**src/rtl/spi_slave_ctrl.sv**
```systemverilog
// SPI slave bit engine: oversamples SCK/SS_n/MOSI on clk, decodes CPOL/CPHA edges,
// deserialises MOSI into rx words and serialises a buffered tx word onto MISO, MSB first.
module spi_slave_ctrl #(
    parameter int unsigned DATA_WIDTH = 8
) (
    input  logic                  clk,
    input  logic                  rst,
    input  logic                  CPOL,
    input  logic                  CPHA,
    input  logic                  SCK_in,
    input  logic                  SS_n,
    input  logic                  MOSI,
    output logic                  MISO,
    output logic                  MISO_oe,
    input  logic [DATA_WIDTH-1:0] tx_data,
    input  logic                  tx_load,
    output logic                  tx_ready,
    output logic [DATA_WIDTH-1:0] rx_data,
    output logic                  rx_valid,
    input  logic                  rx_ack,
    output logic                  busy,
    output logic                  overrun,
    output logic                  underrun
);

    localparam int unsigned CntW = (DATA_WIDTH > 2) ? $clog2(DATA_WIDTH) : 1;
    localparam logic [CntW-1:0] LastBit = CntW'(DATA_WIDTH - 1);

    typedef enum logic {StIdle, StActive} state_e;

    state_e                state_q, state_d;
    logic                  sck_s1_q, sck_s2_q, sck_prev_q;
    logic                  ss_s1_q, ss_s2_q;
    logic                  mosi_s1_q, mosi_s2_q;
    logic [CntW-1:0]       cnt_q, cnt_d;
    logic [DATA_WIDTH-1:0] rx_shift_q, rx_shift_d;
    logic [DATA_WIDTH-1:0] rx_data_q, rx_data_d;
    logic                  rx_valid_q, rx_valid_d;
    logic [DATA_WIDTH-1:0] tx_shift_q, tx_shift_d;
    logic [DATA_WIDTH-1:0] tx_buf_q, tx_buf_d;
    logic                  tx_ready_q, tx_ready_d;
    logic                  miso_q, miso_d;
    logic                  overrun_q, overrun_d;
    logic                  underrun_q, underrun_d;

    logic                  active;
    logic                  sck_edge, lead_edge, trail_edge;
    logic                  sample_ev, shift_ev;
    logic                  reload, word_done;
    logic [DATA_WIDTH-1:0] rx_word;

    // Edges only count while selected; leading edge leaves the CPOL idle level.
    assign active     = (state_q == StActive);
    assign sck_edge   = active && (sck_s2_q != sck_prev_q);
    assign lead_edge  = sck_edge && (sck_s2_q != CPOL);
    assign trail_edge = sck_edge && (sck_s2_q == CPOL);
    assign sample_ev  = CPHA ? trail_edge : lead_edge;
    assign shift_ev   = CPHA ? lead_edge : trail_edge;

    always_comb begin
        state_d    = state_q;
        cnt_d      = cnt_q;
        rx_shift_d = rx_shift_q;
        rx_data_d  = rx_data_q;
        rx_valid_d = rx_valid_q;
        tx_shift_d = tx_shift_q;
        tx_buf_d   = tx_buf_q;
        tx_ready_d = tx_ready_q;
        overrun_d  = overrun_q;
        underrun_d = underrun_q;
        miso_d     = tx_shift_q[DATA_WIDTH-1];
        reload     = 1'b0;
        word_done  = 1'b0;
        rx_word    = {rx_shift_q[DATA_WIDTH-2:0], mosi_s2_q};

        unique case (state_q)
            StIdle: begin
                if (!ss_s2_q) begin
                    state_d = StActive;
                    cnt_d   = '0;
                    reload  = !CPHA;
                end
            end
            StActive: begin
                if (ss_s2_q) begin
                    // Deselect mid-word drops the partial word.
                    state_d    = StIdle;
                    cnt_d      = '0;
                    rx_shift_d = '0;
                end else begin
                    if (sample_ev) begin
                        rx_shift_d = rx_word;
                        if (cnt_q == LastBit) begin
                            cnt_d      = '0;
                            rx_data_d  = rx_word;
                            rx_valid_d = 1'b1;
                            word_done  = 1'b1;
                            if (rx_valid_q && !rx_ack) overrun_d = 1'b1;
                        end else begin
                            cnt_d = cnt_q + CntW'(1);
                        end
                    end
                    // Counter at 0 on a shift edge means a new word starts here.
                    if (shift_ev) begin
                        if (cnt_q == '0) reload = 1'b1;
                        else tx_shift_d = {tx_shift_q[DATA_WIDTH-2:0], 1'b0};
                    end
                end
            end
            default: state_d = StIdle;
        endcase

        if (rx_ack && rx_valid_q && !word_done) rx_valid_d = 1'b0;

        if (reload) begin
            tx_shift_d = tx_ready_q ? '1 : tx_buf_q;
            if (tx_ready_q) underrun_d = 1'b1;
            tx_ready_d = 1'b1;
        end
        // Acceptance uses the registered flag so a same-cycle reload sees the old buffer.
        if (tx_load && tx_ready_q) begin
            tx_buf_d   = tx_data;
            tx_ready_d = 1'b0;
        end
    end

    always_ff @(posedge clk) begin
        if (rst) begin
            state_q    <= StIdle;
            sck_s1_q   <= 1'b0;
            sck_s2_q   <= 1'b0;
            sck_prev_q <= 1'b0;
            ss_s1_q    <= 1'b1;
            ss_s2_q    <= 1'b1;
            mosi_s1_q  <= 1'b0;
            mosi_s2_q  <= 1'b0;
            cnt_q      <= '0;
            rx_shift_q <= '0;
            rx_data_q  <= '0;
            rx_valid_q <= 1'b0;
            tx_shift_q <= '0;
            tx_buf_q   <= '0;
            tx_ready_q <= 1'b1;
            miso_q     <= 1'b0;
            overrun_q  <= 1'b0;
            underrun_q <= 1'b0;
        end else begin
            state_q    <= state_d;
            sck_s1_q   <= SCK_in;
            sck_s2_q   <= sck_s1_q;
            sck_prev_q <= sck_s2_q;
            ss_s1_q    <= SS_n;
            ss_s2_q    <= ss_s1_q;
            mosi_s1_q  <= MOSI;
            mosi_s2_q  <= mosi_s1_q;
            cnt_q      <= cnt_d;
            rx_shift_q <= rx_shift_d;
            rx_data_q  <= rx_data_d;
            rx_valid_q <= rx_valid_d;
            tx_shift_q <= tx_shift_d;
            tx_buf_q   <= tx_buf_d;
            tx_ready_q <= tx_ready_d;
            miso_q     <= miso_d;
            overrun_q  <= overrun_d;
            underrun_q <= underrun_d;
        end
    end

    assign MISO     = miso_q;
    assign MISO_oe  = active;
    assign busy     = active;
    assign tx_ready = tx_ready_q;
    assign rx_data  = rx_data_q;
    assign rx_valid = rx_valid_q;
    assign overrun  = overrun_q;
    assign underrun = underrun_q;

endmodule

```
**config.mk**
```make
export PLATFORM = sky130hd
export DESIGN_NAME = spi_slave_ctrl
export DESIGN_NICKNAME = d
export VERILOG_FILES = /design/src/rtl/spi_slave_ctrl.sv
export SDC_FILE = /design/constraint.sdc
export NUM_CORES = 1
export LEC_CHECK = 0
export ABC_CLOCK_PERIOD_IN_PS = 2150
export BUFFER_PORTS_ARGS = -buffer_cell sky130_fd_sc_hd__buf_2
export CAP_MARGIN = 20
export CELL_PAD_IN_SITES_DETAIL_PLACEMENT = 1
export CELL_PAD_IN_SITES_GLOBAL_PLACEMENT = 1
export CORE_AREA = 8 8 77 79
export DETAILED_ROUTE_END_ITERATION = 8
export DIE_AREA = 0 0 85 87
export GPL_ROUTABILITY_DRIVEN = 0
export PLACE_DENSITY = 0.73
export SYNTH_ARGS = -nofsm -noshare
export SYNTH_HDL_FRONTEND = slang
export SYNTH_SLANG_ARGS = --single-unit
```
**constraint.sdc**
```tcl
create_clock -name clk -period 2.15 [get_ports clk]
set_clock_uncertainty 0.1 [all_clocks]
set_input_delay 0.215 -clock clk [delete_from_list [all_inputs] [get_ports clk]]
set_output_delay 0.215 -clock clk [all_outputs]
set_load 0.1 [all_outputs]
```
==> results.txt <==
The run finished with clean final reports. The number of DRC markers after the initial detailed-route iteration was 79. The detailed-placement wirelength estimate is 2970 µm, and the headroom to the max-slew limit is 59.8%.

For the number of endpoints with negative hold slack in the final report, the log shows 0. The run gives 597 as the number of filler cells placed in the layout. The data required time at the worst endpoint was 1.84 ns. TritonCTS built the clock tree. The count of buffers added on input and output ports is 31. Leaving out fill and tap cells, the most frequent cell in the layout is sky130_fd_sc_hd__dfxtp_1.

The via density per instance is 5.09, and the worst setup slack before clock tree synthesis is 0.224 ns. The top-level I/O count was 32. CTS placed an instance of sky130_fd_sc_hd__clkbuf_8 at the clock tree root. In the final layout, the multi-input gates occupy 842 µm². When the netlist entered floorplanning its net count stood at 224. Summing all flip-flop and latch instances after layout gives 942 µm². The tools report the detailed-route via count as 1,487. The number of cells produced by synthesis is 204.

STA classifies the critical path startpoint as a flop. After detailed routing, the number of remaining DRC violations is 0. The share of synthesized area occupied by flip-flops and latches is 49.9%, and the netlist area before placement is 0.00189 mm².

Maximum vdd drop: 0.419 mV. In the layout the commonest cells are 46 x sky130_fd_sc_hd__dfxtp_1, 31 x sky130_fd_sc_hd__buf_2, 21 x sky130_fd_sc_hd__nand2_1, 18 x sky130_fd_sc_hd__a21oi_1, 17 x sky130_fd_sc_hd__nand3_1. The first global-routing pass estimated 6960 µm of wire. Setup violations remaining at the end of the flow were counted as 0. After synthesis, the netlist uses 35 different library cells. The post-synthesis cell type with the largest combined area was sky130_fd_sc_hd__dfxtp_1. The number of antenna violations at the first check in global routing is 0. For the number of max-cap violations, the log shows 0. Setup repair after global routing left no endpoint under its margin. The accumulated negative setup slack is 0 ns, and the number of antenna-violating nets in the routed design is 0. Die outline area: 0.00740 mm².

The tools report the clock latency at the later pin of the worst-skew pair as 0.30 ns. In this run the worst hold path is classified as in2reg. In this run the vertical extent of the chip is 87 µm. The routed design has 4090 µm of wire.

The total buffers and inverters traversed by the critical path was 1. The mean instance size in the synthesized netlist is 9.24 µm², and the fraction of final layout cells with drive strength greater than 1 is 25.4%. The number of post-CTS setup repair buffers is 0, and the global routing usage summed across all routing layers is 11.6%. The count of state elements after synthesis was 47.

For the number of clock sinks, the log shows 47. Measured in cells, the most critical reg-to-reg path has a length of 6. Of the post-synthesis cell area, the dominant cell type holds 49.9%.

The number of global-route vias before repair was 1,527. The largest net degree at the start of global routing is 23. After detailed routing, the average wire length per cell comes to 14.0 µm. The clock passes through at most 2 buffers.

The number of slew-limit violations in the final report was 0; the count of cells along the worst hold path was 2. The H-tree generated during clock tree synthesis spans 2 levels. For the total overflow reported by the global router, the log shows 0. Walking the worst path, the cells encountered are buf_2. The run gives 4 as the total iterations of the first detailed-routing run.

Counting flops with a built-in enable in the synthesized netlist gives 0. For the pin with the worst max-slew slack, the measured transition is 0.602 ns. The clock period could shrink to 1.87 ns.

For the worst setup path, the data arrival time is 1.56 ns. In the finished design, the share of the clock period the worst path needs comes to 87.0%. The fmax is 0.534 GHz. Cell row count: 26.

Among all stages on the critical path, the largest delay is contributed by sky130_fd_sc_hd__dfxtp_1. The path type of the worst setup path is reg2out. The core region is 0.00485 mm². The peak per-stage delay on the critical path was 0.71 ns; the layout overhead on the synthesized area was 16.7%.

Power density over cell area: 770 mW/mm². The number of buffers inserted during clock tree synthesis was 5; the register clock-pin slew on the reported worst setup and hold paths was 0.09 ns. The number of antenna repair diodes is 0. The floorplan step set the die width to 85 µm. Final worst-path setup slack: 0.279 ns. The instance count on the critical path works out to 1.

Most frequently used flop master after synthesis: sky130_fd_sc_hd__dfxtp_1. On the critical path the largest part of the delay comes from flip-flops. For this configuration, the core starts out at a cell density of 38.9%. The Yosys step of the flow raised 0 warnings. In the final design database the tool counted 255 nets. Summed over all cells, the static leakage comes to 0.899 nW. The tools report the nature of the critical path endpoint as an output port. In the post-synthesis netlist, the biggest area contributors are sky130_fd_sc_hd__dfxtp_1 50%, sky130_fd_sc_hd__a21oi_1 4.8%, sky130_fd_sc_hd__nand3_1 4.5%, sky130_fd_sc_hd__mux2i_1 4.2%, sky130_fd_sc_hd__nand2_1 4.2%. Largest fanout on the critical path: 20.

The async set or reset register ratio after synthesis is 0%.
[power breakdown]
part           internal, W  switching, W  total, W
combinational    0.0000571     0.0000864  0.000143
clock             0.000346      0.000296  0.000642
sequential        0.000891     0.0000183  0.000909
[layer usage]
metal  part of all wire [%]  track usage, %  up-vias
met2                     51            21.1       20
li1                       -               -      764
met5                      0               0        -
met3                    3.4            3.68        4
met4                   0.95            4.37        0
met1                     44            12.3      699
[registers in the layout, summed over array words and instances (netlist names), 3 cells and up]
name        cells
cnt_q           3
tx_buf_q        8
rx_shift_q      7
tx_shift_q      8
rx_data         8
[path summary, 6_finish.rpt]
kind            start        end  slack (ns)
min reg2reg   ss_s1_q    ss_s2_q        0.31
max          tx_ready   tx_ready        0.28
max reg2reg  sck_s2_q   tx_ready        0.33
min              MOSI  mosi_s1_q        0.04
[repair_timing]
item,4_1_cts,5_1_grt
hold buffers,1,0
setup endpoints to repair,0,0
hold endpoints to repair,1,0
resized for setup,0,0
[stage by stage]
stage                     utilization, %  cells  hold WS, ns  power, W  cell area, µm²
after floorplan                        -    204        0.219   0.00103            1890
after global placement              42.8    283        0.295   0.00107            2080
after detailed placement            42.8    283        0.298   0.00107            2080
after CTS                           45.4    292       0.0328   0.00172            2200
after global routing                45.4    292       0.0628   0.00176            2200
final                               45.4    292       0.0358   0.00169            2200
[synthesized netlist by cell type (2+ instances only)]
| library cell | number |
|---|---|
| sky130_fd_sc_hd__a21o_1 | 2 |
| sky130_fd_sc_hd__a21oi_1 | 18 |
| sky130_fd_sc_hd__a22oi_1 | 8 |
| sky130_fd_sc_hd__a31oi_1 | 2 |
| sky130_fd_sc_hd__buf_6 | 3 |
| sky130_fd_sc_hd__clkbuf_1 | 9 |
| sky130_fd_sc_hd__dfxtp_1 | 47 |
| sky130_fd_sc_hd__ha_1 | 3 |
| sky130_fd_sc_hd__inv_1 | 6 |
| sky130_fd_sc_hd__mux2i_1 | 8 |
| sky130_fd_sc_hd__nand2_1 | 21 |
| sky130_fd_sc_hd__nand2b_1 | 4 |
| sky130_fd_sc_hd__nand3_1 | 17 |
| sky130_fd_sc_hd__nor2_1 | 16 |
| sky130_fd_sc_hd__nor2b_1 | 6 |
| sky130_fd_sc_hd__o2bb2ai_1 | 6 |
| sky130_fd_sc_hd__o32ai_1 | 2 |
| sky130_fd_sc_hd__or2_2 | 9 |
[final cells by class]
class	count	area share (%)
multi-input cells	137	38.3
clock buffers	5	3.13
well taps	56	3.19
flip-flops and latches	47	42.8
inverters	6	1.02
repair buffers	38	9.56
clock inverters	3	1.99
[cell families after synthesis]
group,after synthesis,share of synthesized area (%)
XOR/XNOR,1,0.863
AO/OA/AOI/OAI,46,16.4
buffers and inverters,20,5.44
adder cells (fa/ha/maj),3,1.99
flip-flops,47,49.9
multiplexers,10,5.57
AND/OR/NAND/NOR,77,19.8
No activity file was read; power rests on OpenSTA's default activity.
